**config.mk**
```make
export PLATFORM = sky130hd
export DESIGN_NAME = mod_sequencer
export DESIGN_NICKNAME = d
export VERILOG_FILES = /design/src/rtl/mod_sequencer.sv
export SDC_FILE = /design/constraint.sdc
export NUM_CORES = 1
export LEC_CHECK = 0
export BUFFER_PORTS_ARGS = -buffer_cell sky130_fd_sc_hd__buf_2
export CAP_MARGIN = 20
export CELL_PAD_IN_SITES_DETAIL_PLACEMENT = 1
export CELL_PAD_IN_SITES_GLOBAL_PLACEMENT = 1
export CORE_ASPECT_RATIO = 2
export CORE_MARGIN = 1.5
export CORE_UTILIZATION = 55
export CTS_CLUSTER_SIZE = 24
export DETAILED_ROUTE_END_ITERATION = 8
export PLACE_DENSITY = 0.85
export SYNTH_ARGS = -nofsm -noshare
export SYNTH_HDL_FRONTEND = slang
export SYNTH_SLANG_ARGS = --single-unit
```
**constraint.sdc**
```tcl
create_clock -name clk -period 5.4 [get_ports clk]
set_input_delay 0.54 -clock clk [delete_from_list [all_inputs] [get_ports clk]]
set_output_delay 0.54 -clock clk [all_outputs]
set_load 0.05 [all_outputs]
```
**src/rtl/mod_sequencer.sv**
```systemverilog
// Segment-table modulation sequencer: plays {half_period, dwell} entries in order,
// holding each for max(dwell,1)*TICK_DIV cycles, optionally looping.
module mod_sequencer #(
  parameter int DEPTH    = 8,
  parameter int TICK_DIV = 4
) (
  input  logic                     clk,
  input  logic                     rst,
  input  logic                     cfg_we,
  input  logic [$clog2(DEPTH)-1:0] cfg_addr,
  input  logic [15:0]              cfg_half_period,
  input  logic [15:0]              cfg_dwell,
  input  logic [$clog2(DEPTH):0]   cfg_count,
  input  logic                     loop_en,
  input  logic                     start,
  input  logic                     stop,
  output logic                     busy,
  output logic                     mod_enable,
  output logic [15:0]              mod_half_period,
  output logic [$clog2(DEPTH)-1:0] seg_idx,
  output logic                     seg_strobe,
  output logic                     done
);
  localparam int AW = $clog2(DEPTH);
  localparam int PW = $clog2(TICK_DIV);
  localparam logic [AW:0]   DEPTH_C = (AW+1)'(DEPTH);
  localparam logic [PW-1:0] TICK_LAST = PW'(TICK_DIV - 1);

  typedef struct packed {
    logic [15:0] half_period;
    logic [15:0] dwell;
  } seg_entry_t;

  typedef enum logic {IDLE, RUN} state_t;

  seg_entry_t    tbl [DEPTH];
  state_t        state, state_nx;
  logic [AW-1:0] idx, idx_nx, ld_idx;
  logic [15:0]   half, half_nx, dwell_cnt, dwell_nx;
  logic [PW-1:0] presc, presc_nx;
  logic [AW:0]   cnt_l, cnt_nx, cnt_m1;
  logic          loop_l, loop_nx, strobe_nx, done_nx;
  logic          load, tick, last, start_ok;
  seg_entry_t    ld_ent;

  // Table has no reset; software must load it before start.
  always_ff @(posedge clk)
    if (cfg_we) tbl[cfg_addr] <= '{half_period: cfg_half_period, dwell: cfg_dwell};

  assign cnt_m1   = cnt_l - {{AW{1'b0}}, 1'b1};
  assign tick     = (presc == TICK_LAST);
  assign last     = ({1'b0, idx} == cnt_m1);
  assign start_ok = start && !stop && (cfg_count != '0) && (cfg_count <= DEPTH_C);

  always_comb begin
    state_nx  = state;
    idx_nx    = idx;
    half_nx   = half;
    dwell_nx  = dwell_cnt;
    presc_nx  = presc;
    cnt_nx    = cnt_l;
    loop_nx   = loop_l;
    strobe_nx = 1'b0;
    done_nx   = 1'b0;
    load      = 1'b0;
    ld_idx    = '0;
    unique case (state)
      IDLE: begin
        if (start_ok) begin
          state_nx = RUN;
          cnt_nx   = cfg_count;
          loop_nx  = loop_en;
          load     = 1'b1;
        end
      end
      RUN: begin
        // Stop outranks any segment advance due in the same cycle.
        if (stop) begin
          state_nx = IDLE;
          idx_nx   = '0;
          half_nx  = '0;
          dwell_nx = '0;
          presc_nx = '0;
        end else if (!tick) begin
          presc_nx = presc + PW'(1);
        end else if (dwell_cnt > 16'd1) begin
          dwell_nx = dwell_cnt - 16'd1;
          presc_nx = '0;
        end else if (!last) begin
          load   = 1'b1;
          ld_idx = idx + AW'(1);
        end else if (loop_l) begin
          load   = 1'b1;
        end else begin
          state_nx = IDLE;
          done_nx  = 1'b1;
          idx_nx   = '0;
          half_nx  = '0;
          dwell_nx = '0;
          presc_nx = '0;
        end
      end
    endcase
    // Entry is captured at load, so later table writes never touch the live segment.
    ld_ent = tbl[ld_idx];
    if (load) begin
      idx_nx    = ld_idx;
      half_nx   = ld_ent.half_period;
      dwell_nx  = (ld_ent.dwell == 16'd0) ? 16'd1 : ld_ent.dwell;
      presc_nx  = '0;
      strobe_nx = 1'b1;
    end
  end

  always_ff @(posedge clk) begin
    if (rst) begin
      state      <= IDLE;
      idx        <= '0;
      half       <= '0;
      dwell_cnt  <= '0;
      presc      <= '0;
      cnt_l      <= '0;
      loop_l     <= 1'b0;
      seg_strobe <= 1'b0;
      done       <= 1'b0;
    end else begin
      state      <= state_nx;
      idx        <= idx_nx;
      half       <= half_nx;
      dwell_cnt  <= dwell_nx;
      presc      <= presc_nx;
      cnt_l      <= cnt_nx;
      loop_l     <= loop_nx;
      seg_strobe <= strobe_nx;
      done       <= done_nx;
    end
  end

  assign busy            = (state == RUN);
  assign mod_enable      = busy;
  assign mod_half_period = half;
  assign seg_idx         = idx;

endmodule
```
* After elaboration in Yosys (flattened, before gate mapping) *
Memory sizes are Yosys's and may differ from the RTL's.
Cells that the tools add are included.

operators by class
  bitwise gates (word level) = 3
  multiplexer cells = 45
  reductions and logical operators = 16
  equal/unequal tests = 7
  order comparisons = 2
  add/sub/neg operators = 4

operator list
  cell                                                                     number
  16-bit two-way mux                                                       13
  3-bit two-way mux                                                        12
  16-bit by 1-bit > comparator with 1-bit output, second input constant    1
  16-bit logical NOT                                                       1
  16-bit by 1-bit subtractor with 16-bit output, second input constant     1
  1-bit two-way mux                                                        13
  2-bit two-way mux                                                        5
  4-bit by 2-bit inequality test with 1-bit output, second input constant  2
  4-bit nonzero test                                                       2
  3-bit nonzero test                                                       2
  6-bit OR reduction                                                       1
  5-bit AND reduction                                                      1
  3-bit by 4-bit equality test with 1-bit output                           1
  4-bit <= comparator, second input constant                               1
  4-bit by 3-bit inequality test with 1-bit output, second input constant  1
  1-bit case mux with 2 select lines                                       2
  4-bit AND reduction                                                      1
  4-bit by 1-bit subtractor with 4-bit output, second input constant       1
  3-bit by 1-bit adder with 3-bit output, second input constant            1
  1-bit logical AND                                                        3
  3-bit by 2-bit inequality test with 1-bit output, second input constant  1
  3-bit inequality test, second input constant                             1
  1-bit inverter                                                           3
  3-bit AND reduction                                                      1
  other kinds (6)                                                          6

storage, ports and cells
  memories kept = 1
  register bits = 45
  output and inout port bits = 23
  logic and storage cells = 87
  bits in writable memories = 256
  input port bits = 45

memories
  name  words  width  rd ports  clocked after Yosys merged registers in  write ports  line  text
  tbl   8      32     1         0                                        1            36    seg_entry_t tbl [DEPTH];

* Longest topological paths before layout *
An unclocked memory read counts as a cell.

  depth in word-level cells = 11
  depth in mapped cells = 13
  mapped depth without buffers = 11

* Worst setup path after synthesis *
Ideal clock, no wire load.

  kind = input to register
  start = in cfg_addr[2]
  end = mem tbl[0][0] in the netlist's numbering, enable pin
  slack = 2013 ps
  path buffers = 0
  data required time = 4939 ps
  arrival time = 2926 ps
  setup time = 461 ps
  cell stages on the path = 2
  cells stage by stage = nand2b_1 nor3_1

RTL lines
  what                line  text
  start: declaration  10    input logic [$clog2(DEPTH)-1:0] cfg_addr,
  end: declaration    36

Straight into the memory's write port.

* Worst setup path in the final report *
  start = reg dwell_cnt[10]
  end = reg half[12], in the netlist mod_half_period[12]

between the ends
  cells in the longest elaborated chain, start to end = 7
  elaborated cells between the ends (all ways) = 17
  those cells by class = order compare: 1; eq/ne: 2; mux: 9; reduce/logical: 4; memory: 1

RTL lines
  what                                                                     line  text
  start: declaration                                                       39    logic [15:0] half, half_nx, dwell_cnt, dwell_nx;
  start signal: assignment                                                 130   dwell_cnt <= dwell_nx;
  16-bit by 1-bit > comparator with 1-bit output *                         86    end else if (dwell_cnt > 16'd1) begin
  3-bit two-way mux or 1-bit two-way mux (tied branches)                   86
  3-bit two-way mux or 1-bit two-way mux (tied branches)                   84    end else if (!tick) begin
  3-bit two-way mux or 1-bit two-way mux (tied branches)                   78    if (stop) begin
  3-bit two-way mux or 1-bit case mux with 2 select lines (tied branches)  67    unique case (state)
  memory read 8 x 32 bit, or another cell as far along                     n/a
  16-bit two-way mux or 5-bit AND reduction (tied branches)                n/a
  end signal: assignment                                                   129   half <= half_nx;
  end: declaration                                                         39

Mark *: on every way between the ends. The rest lies on a longest branch, timed or not.
A chain may end at the register's enable or synchronous reset.

==> out/qor.yml <==
outcome: "finished, final reports clean"
grt_use_met1_pct: 33.8
async_flop_share_pct: 0
coreArea_um2: 22100
wl_um: 34300
leakage_uw: 0.00469
grt_max_degree: 60
clockPowerShare_pct: 38.6
start_kind: "flip-flop"
switching_share_pct: 22.8
ys_seq_area_share_pct: 69.4
wl_per_cell_um: 27.6
die_area_um2: 23500
power_frac_seq_pct: 54.4
syn2layout_area_growth_pct: 12.4
dpl_cell_area_um2: 13100
grt_overflow: 0
hold_viol: 0
nNetsFinal: 995
cts_buffers: 26
use_met3_pct: 3.70
rows: 77
grt_pass1_vias: 8905
die_h_um: 215
cts_tree: "built"
intPower_uw: 3750
tightestPinTransition_ns: 0.870
dpl_worst_slack_ns: 1.50
clk_pin_slew_ns: 0.07
ys_warn_count: 0
crit_type: "reg2reg"
cts_buffer_depth: 3
clock_latency_ns: 0.54
io-pin-count: 68
p_per_area_nw_per_um2: 349
setup_viol: 0
drt_iter0_markers: 603
ir_worst_vdd_v: 0.000307
htree_levels: 1
worstPathRequired_ns: 5.80
syn-instance-count: 880
use_met2_pct: 53.4
synth_edf_count: 256
cap_violations: 0
layout_commonest_cell: "edfxtp_1"
vias: 8191
slew_viol_final: 0
grt_antenna_before_repair: 0
cts_sinks: 301
rsz0062_at_grt: "no"
drc: 0
final_util_pct: 63.1
first_pass_iters: 5
power_switching_uw: 1110
antenna_cells: 0
critical_path_arrival_ns: 4.38
finClkSkew_ns: 0.00972
min_path_type: "in2reg"
gr-max-usage-layer: "met2"
finalPower_uw: 4860
finalCritPeriodShare_pct: 73.7
root_buffer: "clkbuf_16"
drive_gt1_share_pct: 18.8
post_cts_buffers: 0
period_needed_ns: 3.98
ys_seq_elements: 301
seq_area_um2: 8590
die_w_um: 109
fmax_mhz: 251
postRouteAntennaNets: 0
finalInstanceArea_um2: 13900
slew_headroom_pct: 42.0
ctsHoldBuffers: 0
place_hpwl_um: 21400
start_util_pct: 56.1
grt_first_pass_wirelength_um: 52200
multi_input_area_um2: 3560
drt-vias-per-instance: 6.60
fin_ws_ns: 1.42
avgSynthCellArea_um2: 14.1
routabilityCongestion: 0.849
crit_path_cell_trace: "or4_4, nor4b_4, o2111a_1, nand2_4, buf_4, mux2i_1, nand2_1, and3_1, o21ai_0, a21oi_1"
nFillCells: 2068
critPathSlowestCell: "o2111a_1"
tns_ns: 0
syn-num-nets: 930
netlist-cell-type-count: 68
layout_common_cells: "edfxtp_1, buf_2, nor2_1"
grt_usage_pct: 30.4
io_buffers: 67
path_max_fanout: 32
synthFlopType: "edfxtp_1"
synth.cell_area_um2: 12400
max_stage_delay_ns: 0.82
end_kind: "flip-flop"
p_comb_share_pct: 7.0
cts-resized-gates: 0
## power by group through the flow
stage | clock network (uW) | registers, uW | logic [uW]
after floorplan | 0 | 2690 | 196
after CTS | 1880 | 2640 | 341
after detailed placement | 0 | 2690 | 336
final | 1870 | 2640 | 342
after global placement | 0 | 2680 | 321
after global routing | 1950 | 2640 | 369
## kinds of logic after synthesis
logic type	share of synthesized area (%)
buf+inv	2.54
compound gates	10.8
flops	69.4
xor+xnor	0.889
simple gates	9.44
fa+ha+maj	0.505
mux	6.50
## sequential cells by signal, summed over array words and instances, names as in the netlist
register	flops
done	1
seg_strobe	1
busy	1
cnt_l	4
seg_idx	3
loop_l	1
dwell_cnt	16
tbl	256
presc	2
mod_half_period	16
## worst max-delay path: cells and delay by family, from the launching register on
kind                   cells  cell delay, ns
AOI/OAI and AO/OA          3            1.10
buffers and inverters      1            0.42
muxes                      1            0.19
and+or+nand+nor            5            1.74
DFF                        1            0.37
## worst paths after layout
| path | end | from | slack, ns | cells after the start |
|---|---|---|---|---|
| worst max register to register | mod_half_period[12]$_SDFFE_PP0P_ | dwell_cnt[10]$_SDFFE_PP0P_ | 1.42 | 10 |
| worst max-delay path | mod_half_period[12]$_SDFFE_PP0P_ | dwell_cnt[10]$_SDFFE_PP0P_ | 1.42 | 10 |
| worst min-delay path | loop_l$_SDFFE_PP0P_ | loop_en | 0.25 | 3 |
| worst min register to register | mod_half_period[10]$_SDFFE_PP0P_ | mod_half_period[10]$_SDFFE_PP0P_ | 0.45 | 2 |
## synthesized netlist by cell type, types with 3 or more instances
master    instances  area share, %
edfxtp_1        256             62
nor2_1           71            2.2
nand2_1          62            1.9
mux2i_1          50            4.0
a21oi_1          46            1.9
dfxtp_1          45            7.3
o21ai_0          37            1.5
a221oi_1         31            2.2
nor3_1           31            1.3
clkbuf_1         28           0.85
o21ai_1          18           0.73
mux2_2           17            1.5
nand3_1          13           0.53
buf_2            12           0.49
a211oi_1         10           0.61
o22ai_1          10           0.51
or3_1            10           0.51
nor4_1            9           0.45
nand2b_1          8           0.40
a22oi_1           7           0.42
and3_1            7           0.35
inv_1             6           0.18
buf_6             5           0.45
ha_1              5           0.51
mux4_2            5           0.91
o221ai_1          5           0.35
xnor2_1           5           0.35
xor2_1            5           0.35
and2_1            4           0.20
buf_1             4           0.12
o211ai_1          4           0.24
o32ai_1           3           0.21
## layer usage
metal	share of wire, %	vias to the layer above
li1	-	3531
met1	33	4133
met2	55	395
met3	5.8	132
met4	6.2	0
met5	0	-
## through the flow
step	instances	hold WS, ns
2_1_floorplan	880	0.443
3_3_place_gp	1189	0.439
3_5_place_dp	1192	0.442
4_1_cts	1240	0.244
5_1_grt	1241	0.277
6_report	1241	0.247
## final cells by class
cell class,instances,area share (%)
Tap cell,276,2.48
Multi-Input combinational cell,520,25.5
Inverter,6,0.162
Clock buffer,30,5.08
Sequential cell,301,61.7
Timing Repair Buffer,90,4.01
Clock inverter,18,1.04
No activity file was read; power rests on OpenSTA's default activity.
